<file path="src/rtl/clap_sequencer_if.sv">
// rtl/clap_sequencer_if.sv - energy stream handshake between energy stage and clap sequencer
//
// Signals:
//   energy_data   unsigned energy word, ENERGY_WIDTH bits
//   energy_valid  energy word valid
//   energy_ready  consumer accepts energy
// Modports:
//   master  energy producer (drives data/valid, observes ready)
//   slave   clap sequencer (observes data/valid, drives ready)

interface clap_sequencer_if #(
    parameter int ENERGY_WIDTH = 37
);
    logic [ENERGY_WIDTH-1:0] energy_data;
    logic                    energy_valid;
    logic                    energy_ready;

    modport master (
        output energy_data,
        output energy_valid,
        input  energy_ready
    );

    modport slave (
        input  energy_data,
        input  energy_valid,
        output energy_ready
    );
endinterface

</file>
<file path="src/rtl/clap_sequencer.sv">
// rtl/clap_sequencer.sv - double-clap detector that toggles a light state from an energy stream
//
// Ports:
//   clock          single clock
//   nreset         synchronous active-low reset
//   energy         energy stream (slave side of clap_sequencer_if)
//   threshold      unsigned trip level, sampled every cycle
//   toglite_state  light state, toggles on each detected double-clap
//   clap_pulse     one-cycle strobe per detected double-clap
//   state_dbg      current state: IDLE=0 CLAP1=1 GAP=2 CLAP2=3 HOLDOFF=4

module clap_sequencer #(
    parameter int ENERGY_WIDTH    = 37,
    parameter int MAX_CLAP_CYCLES = 5_000_000,
    parameter int MIN_GAP_CYCLES  = 5_000_000,
    parameter int MAX_GAP_CYCLES  = 40_000_000,
    parameter int HOLDOFF_CYCLES  = 25_000_000
) (
    input  logic                    clock,
    input  logic                    nreset,
    clap_sequencer_if.slave         energy,
    input  logic [ENERGY_WIDTH-1:0] threshold,
    output logic                    toglite_state,
    output logic                    clap_pulse,
    output logic [2:0]              state_dbg
);

    typedef enum logic [2:0] {
        IDLE    = 3'd0,
        CLAP1   = 3'd1,
        GAP     = 3'd2,
        CLAP2   = 3'd3,
        HOLDOFF = 3'd4
    } state_t;

    // Timeout L fires on the last cycle of an L-cycle stay (timer == L-1).
    localparam logic [31:0] CLAP_LAST    = 32'(MAX_CLAP_CYCLES - 1);
    localparam logic [31:0] GAP_LAST     = 32'(MAX_GAP_CYCLES - 1);
    localparam logic [31:0] HOLDOFF_LAST = 32'(HOLDOFF_CYCLES - 1);
    localparam logic [31:0] GAP_MIN      = 32'(MIN_GAP_CYCLES);

    state_t      state;
    state_t      next_state;
    logic [31:0] timer;
    logic        ready_q;
    logic        toggle_q;
    logic        pulse_q;
    logic        do_toggle;
    logic        accepted;
    logic        hi;
    logic        lo;

    assign energy.energy_ready = ready_q;
    assign toglite_state       = toggle_q;
    assign clap_pulse          = pulse_q;
    assign state_dbg           = state;

    // Events only exist on accepted beats; between the two levels is the
    // hysteresis band, which produces neither event.
    assign accepted = energy.energy_valid & ready_q;
    assign hi       = accepted & (energy.energy_data > threshold);
    assign lo       = accepted & (energy.energy_data < (threshold >> 1));

    // Events are tested before timeouts so an event on the final timer
    // cycle still wins.
    always_comb begin
        next_state = state;
        do_toggle  = 1'b0;
        case (state)
            IDLE: begin
                if (hi) next_state = CLAP1;
            end
            CLAP1: begin
                if (lo)                      next_state = GAP;
                else if (timer == CLAP_LAST) next_state = HOLDOFF;
            end
            GAP: begin
                // A burst that arrives too early is treated as a fresh first clap.
                if (hi)                     next_state = (timer >= GAP_MIN) ? CLAP2 : CLAP1;
                else if (timer == GAP_LAST) next_state = IDLE;
            end
            CLAP2: begin
                if (lo) begin
                    next_state = HOLDOFF;
                    do_toggle  = 1'b1;
                end else if (timer == CLAP_LAST) begin
                    next_state = HOLDOFF;
                end
            end
            HOLDOFF: begin
                if (timer == HOLDOFF_LAST) next_state = IDLE;
            end
            default: next_state = IDLE;
        endcase
    end

    always_ff @(posedge clock) begin
        if (!nreset) begin
            state    <= IDLE;
            timer    <= '0;
            ready_q  <= 1'b0;
            toggle_q <= 1'b0;
            pulse_q  <= 1'b0;
        end else begin
            state    <= next_state;
            // The first cycle in any state always sees timer == 0, including
            // a GAP -> CLAP1 restart.
            timer    <= (next_state != state) ? 32'd0 : timer + 32'd1;
            ready_q  <= 1'b1;
            pulse_q  <= do_toggle;
            if (do_toggle) toggle_q <= ~toggle_q;
        end
    end

endmodule

</file>
<file path="src/flat_wrapper.sv">
// flat-port wrapper written by rule: the top's interface ports become plain ports
module clap_sequencer_flat 
#(
    parameter int ENERGY_WIDTH    = 37,
    parameter int MAX_CLAP_CYCLES = 5_000_000,
    parameter int MIN_GAP_CYCLES  = 5_000_000,
    parameter int MAX_GAP_CYCLES  = 40_000_000,
    parameter int HOLDOFF_CYCLES  = 25_000_000
)
  (clock, nreset, threshold, toglite_state, clap_pulse, state_dbg, energy_energy_data, energy_energy_valid, energy_energy_ready);
  clap_sequencer_if #(.ENERGY_WIDTH(ENERGY_WIDTH)) energy_i ();
  input  logic clock;
  input  logic nreset;
  input  logic [ENERGY_WIDTH-1:0] threshold;
  output logic toglite_state;
  output logic clap_pulse;
  output logic [2:0] state_dbg;
  input wire logic [$bits(energy_i.energy_data)-1:0] energy_energy_data;
  input wire logic [$bits(energy_i.energy_valid)-1:0] energy_energy_valid;
  output wire logic [$bits(energy_i.energy_ready)-1:0] energy_energy_ready;
  assign energy_i.energy_data = energy_energy_data;
  assign energy_i.energy_valid = energy_energy_valid;
  assign energy_energy_ready = energy_i.energy_ready;
  clap_sequencer #(.ENERGY_WIDTH(ENERGY_WIDTH), .MAX_CLAP_CYCLES(MAX_CLAP_CYCLES), .MIN_GAP_CYCLES(MIN_GAP_CYCLES), .MAX_GAP_CYCLES(MAX_GAP_CYCLES), .HOLDOFF_CYCLES(HOLDOFF_CYCLES)) u_core (.clock(clock), .nreset(nreset), .energy(energy_i), .threshold(threshold), .toglite_state(toglite_state), .clap_pulse(clap_pulse), .state_dbg(state_dbg));
endmodule
</file>
<file path="config.mk">
export PLATFORM = sky130hd
export DESIGN_NAME = clap_sequencer_flat
export DESIGN_NICKNAME = d
export VERILOG_FILES = /design/src/rtl/clap_sequencer_if.sv /design/src/rtl/clap_sequencer.sv /design/src/flat_wrapper.sv
export SDC_FILE = /design/constraint.sdc
export NUM_CORES = 1
export LEC_CHECK = 0
export ABC_CLOCK_PERIOD_IN_PS = 2260
export BUFFER_PORTS_ARGS = -buffer_cell sky130_fd_sc_hd__clkbuf_2
export CELL_PAD_IN_SITES_DETAIL_PLACEMENT = 1
export CELL_PAD_IN_SITES_GLOBAL_PLACEMENT = 1
export CORE_MARGIN = 5
export CORE_UTILIZATION = 37
export CTS_CLUSTER_DIAMETER = 80
export DETAILED_ROUTE_END_ITERATION = 10
export HOLD_SLACK_MARGIN = 0.03
export PLACE_DENSITY_LB_ADDON = 0.25
export SYNTH_ARGS = -nofsm -noshare
export SYNTH_HDL_FRONTEND = slang
export SYNTH_SLANG_ARGS = --single-unit
</file>
<file path="constraint.sdc">
create_clock -name clock -period 2.26 [get_ports clock]
set_clock_uncertainty 0.1 [all_clocks]
set_input_delay 0.226 -clock clock [delete_from_list [all_inputs] [get_ports clock]]
set_output_delay 0.226 -clock clock [all_outputs]
set_load 0.02 [all_outputs]
</file>
* After elaboration in Yosys (flattened, before gate mapping)
Index checks and enable logic that the tools add are counted.
** Word-level totals
- Register bits after elaboration :: 38
** Cells by class
- Add/subtract/negate cells :: 1
- Reduce and logical (&&, ||, !) cells :: 2
- $lt $le $gt $ge :: 3
- Multiplexer cells :: 12
- Eq/ne operators :: 8
- Bitwise gates (word level) :: 5
** Operator list (number)
- $gt A37 B37 Y1 :: 1
- $lt A37 B36 Y1 :: 1
- $add A32 B1 Y32 const B :: 1
- $eq A32 B23 Y1 const B :: 1
- $eq A32 B25 Y1 const B :: 1
- $eq A32 B26 Y1 const B :: 1
- $ge A32 B23 Y1 const B :: 1
- $mux W3 :: 7
- $pmux W3 S5 :: 1
- $eq A3 B2 Y1 const B :: 2
- $and A1 B1 Y1 :: 3
- $eq A3 B1 Y1 const B :: 1
- $eq A3 B3 Y1 const B :: 1
- $logic_not A3 Y1 :: 1
- $mux W1 :: 3
- $ne A3 B3 Y1 :: 1
- $mux W2 :: 1
- $not A1 Y1 :: 2
- $reduce_or A2 Y1 :: 1

* Longest topological paths before layout
- Word-level depth :: 6
- Depth in mapped cells :: 11
- Mapped depth without buffers :: 9

* Worst setup path before layout
OpenSTA, ideal clock, no wires.
- Path kind :: in2reg
- Start :: input threshold[21]
- End :: register u_core.timer[2]
- Path buffers :: 2
- Setup slack :: -0.163 ns
- Arrival time :: 2.256 ns
- Stages on the path :: 11
- Cells stage by stage :: inv_1 -> ha_1 -> and4_1 -> nand2_2 -> a2111o_1 -> o211ai_2 -> a21oi_2 -> or4_1 -> buf_6 -> buf_12 -> a21oi_2
** Between the ends
- Word-level cells in the longest chain between the ends :: 6
- Elaborated cells between the ends (all ways) :: 11
- Those cells by class :: 2 x order compare; 1 x eq/ne; 5 x mux; 2 x bitwise; 1 x reduce/logical
** Ends and longest elaborated chain
- from (decl) :: line flat_wrapper.sv:14 : input logic [ENERGY_WIDTH-1:0] threshold;
- $lt A37 B36 Y1 or $gt A37 B37 Y1 (tied branches) :: line clap_sequencer.sv:62, clap_sequencer.sv:61
- $and A1 B1 Y1 (on tied branches) :: line clap_sequencer.sv:62, clap_sequencer.sv:61
- $mux W3 (on tied branches)
- $pmux W3 S5 (*) :: line clap_sequencer.sv:69 : case (state)
- $ne A3 B3 Y1 (*) :: line clap_sequencer.sv:108 : timer <= (next_state != state) ? 32'd0 : timer + 32'd1;
- $reduce_or A2 Y1 (no source line) (*)
- to (signal assigned) :: line clap_sequencer.sv:108
- to (decl) :: line clap_sequencer.sv:44 : logic [31:0] timer;
Every way passes the cells marked *; elsewhere a longest branch is shown, timed or not.
A chain may end at the register's enable or synchronous reset.

* Worst setup path after layout
- Start :: register u_core.timer[19]
- End :: register u_core.timer[0]
** Between the ends
- Word-level cells in the longest chain between the ends :: 6
- Elaborated cells between the ends (all ways) :: 14
- Those cells by class :: 1 x order compare; 4 x eq/ne; 8 x mux; 1 x reduce/logical
** Ends and longest elaborated chain
- $ge A32 B23 Y1 (tied with other cells) :: line clap_sequencer.sv:79 : if (hi) next_state = (timer >= GAP_MIN) ? CLAP2 : CLAP1;
- $mux W2 (tied with other cells) :: line clap_sequencer.sv:79
- $mux W3 (on tied branches) :: line clap_sequencer.sv:79, clap_sequencer.sv:74, clap_sequencer.sv:83
- $pmux W3 S5 (*) :: line clap_sequencer.sv:69
- $ne A3 B3 Y1 (*) :: line clap_sequencer.sv:108
- $reduce_or A2 Y1 (no source line) (*)
Marked as above.

==> out/qor.txt <==
Clock transition at the registers of the reported paths - 0.08 ns
Grt total ovfl - 0
Nets@finish - 815
Clk_lat worst skew - 0.30 ns
Cell taking the most area after synthesis - ha_1
Post-synth top cells - ha_1, nand2_1, inv_1
Critical Path AT - 2.53 ns
Syn Nets - 646
# diodes - 0
Clk buf depth - 2
Layout cell share with drive strength beyond 1 - 46.5%
Vias in the first global route - 4,742
Final setup vio count - 33
Max-slew violations - 0
RSZ-0062 raised after global routing - yes
CP max stage cell - dfxtp_1
Post-layout min period - 2.44 ns
Synth Instances - 495
Worst-path cell chain - nand4_1 > or3_4 > nor4_4 > buf_4 > nor3_2 > o21a_2 > bufbuf_16 > nand2_1 > a21oi_1
Post-synth EDFFs - 0
Die area - 13,000 um2
Starting Density - 37.3%
Status - complete, but fails checks
Buf/Inv on CP - 2
DP Wirelength - 10,200 um
CP max FO - 8
CTS tree - built
Worst slew pin tran - 0.403 ns
Row count - 38
Peak Freq - 0.409 GHz
PD cells - 322 nW/um2
Hold path startpoint - nreset
CTS Buf Count - 5
Slowest stage delay, CP - 0.50 ns
Critical path type - reg2reg
Placed cell area - 5180 um2
Initial DRC Count - 278
Slew Limit Headroom - 73.1%
Class of the worst hold path - in2reg
Top area cells in the synthesized netlist - ha_1, dfxtp_1, a21oi_2
Max-capacitance violation count - 0
Buffers on Ports - 82
DR WL/cell - 19.2 um
Yosys Warn Count - 0
Main synth FF type - dfxtp_1
Met1 layer wirelength in the final routing - 6240 um
DRT antenna net count - 0
Design Area, Final - 5890 um2
Htree depth - 2
Final worst setup slack - -0.185 ns
Reg-to-Reg Start - u_core.timer[19]$_SDFF_PP0_
Residual DRC - 0
Largest net degree at the start of global routing - 17
Core area - 10,700 um2
Setup crit start - u_core.timer[19]$_SDFF_PP0_
Leakage power - 2.77 nW
Antenna violations before repair - 0
First-pass GRT wire length - 22,200 um
Syn Std Cell Area - 3990 um2
Crit path required time - 2.35 ns
Register area share after synthesis - 19.1%
Post-Route WL - 15,400 um
Drt first pass iters - 5
Post-CTS Hold Buffers - 0
Area delta synth->final - 47.4%
Sink Count - 38
Failing checks - setup timing
Hold Vio Cnt, Final - 0
# IOs - 83
CP endpoint kind - flip-flop
Synth Register Bits - 38
Post-synth top area share - 23.2%
Top layer in use - met4
GRT Total Usage - 21.0%
Post-synth cell types - 54
Asr flop ratio synth - 0%
Worst vdd ir - 290 uV
Crit start category - flip-flop
Post-route setup TNS - -4.59 ns
Critical path's top delay family - simple AND/OR/NAND/NOR gates
Die Y - 114 um
Met2 WL - 7950 um
Wire length on met3 - 794 um
Avg Cell Area, Syn - 8.07 um2
Cell with the most instances after synthesis - ha_1
CTS root buf - clkbuf_8
DR vias/cell - 5.54
Die W - 114 um
RePlAce Congestion - 0.893
Period utilization - 108%
Vias - 4,456
-- cell families (layout without fill, tap and decap cells) --
logic type	count (synthesis)	in the layout	share of synthesized area [%]
simple gates	178	178	24.0
compound gates	110	110	19.0
xor+xnor	30	30	6.58
flops	38	38	19.1
fa+ha+maj	74	74	23.2
buf+inv	62	232	7.36
mux	3	3	0.815
-- registers in the layout (all words and copies together) (netlist names) --
register,cells
u_core.clap_pulse,1
u_core.energy.energy_ready,1
u_core.toglite_state,1
u_core.timer,32
u_core.state_dbg,3
-- placed cells by master (no fill, tap or decap), types with 4 or more instances in the layout --
master     n
clkbuf_2  82
buf_4     81
ha_1      65
inv_1     38
nand2_1   38
a21oi_1   33
a21oi_2   33
dfxtp_1   31
nand2_2   24
nor2_1    20
nand4_1   19
xnor2_1   18
nand3_1   16
o21ai_0   12
xor2_1    12
ha_4       9
clkbuf_8   6
buf_12     6
dfxtp_2    6
nor3_1     5
nand2_4    5
inv_2      4
and2_1     4
nand2b_1   4
and3_1     4
and4_4     4
buf_16     4
-- metal layers --
layer,track usage (%),up-vias
met5,0,-
met4,5.15,0
met3,2.92,46
met2,39.3,149
met1,25.1,2151
li1,-,2110
-- final cells by class --
| class | instances | area [um2] |
|---|---|---|
| well taps | 140 | 175 |
| clock buffers | 7 | 86.3 |
| flip-flops and latches | 38 | 772 |
| clock inverters | 1 | 5.00 |
| inverters | 46 | 193 |
| repair buffers | 178 | 1340 |
| multi-input cells | 395 | 3310 |
| fillers | 1316 | 4810 |
-- worst paths after layout --
path,to,slack (ns),depth (start not counted)
max,u_core.timer[0]$_SDFF_PP0_,-0.18,9
min,u_core.energy.energy_ready$_DFF_P_,0.06,1
max reg2reg,u_core.timer[0]$_SDFF_PP0_,-0.18,9
min reg2reg,u_core.timer[4]$_SDFF_PP0_,0.51,3
-- metrics by stage --
| step | power (W) | hold slack (ns) | setup slack (ns) | std cells | util, % |
|---|---|---|---|---|---|
| global placement | 0.00126 | 0.342 | -0.449 | 775 | 48.4 |
| global route | 0.00200 | 0.0674 | -0.250 | 805 | 55.0 |
| finish | 0.00190 | 0.0600 | -0.185 | 805 | 55.0 |
| floorplan | 0.00103 | 0.154 | -0.107 | 495 | - |
| detailed placement | 0.00129 | 0.348 | -0.524 | 775 | 48.4 |
| CTS | 0.00186 | 0.0468 | -0.0241 | 795 | 52.1 |
-- power by group --
group	switching (W)	leakage [nW]	internal, W
Clock	0.000265	0.0482	0.000247
Combinational	0.000358	2.41	0.000338
Sequential	0.0000100	0.310	0.000677
-- repair_timing --
| item | CTS | global route |
|---|---|---|
| pin swaps | 10 | 10 |
| gates cloned | 5 | 1 |
| resized for setup | 27 | 58 |
| setup endpoints to repair | 35 | 34 |
| buffers inserted | 8 | 9 |
Note: power is estimated with default switching activity, not from simulation.
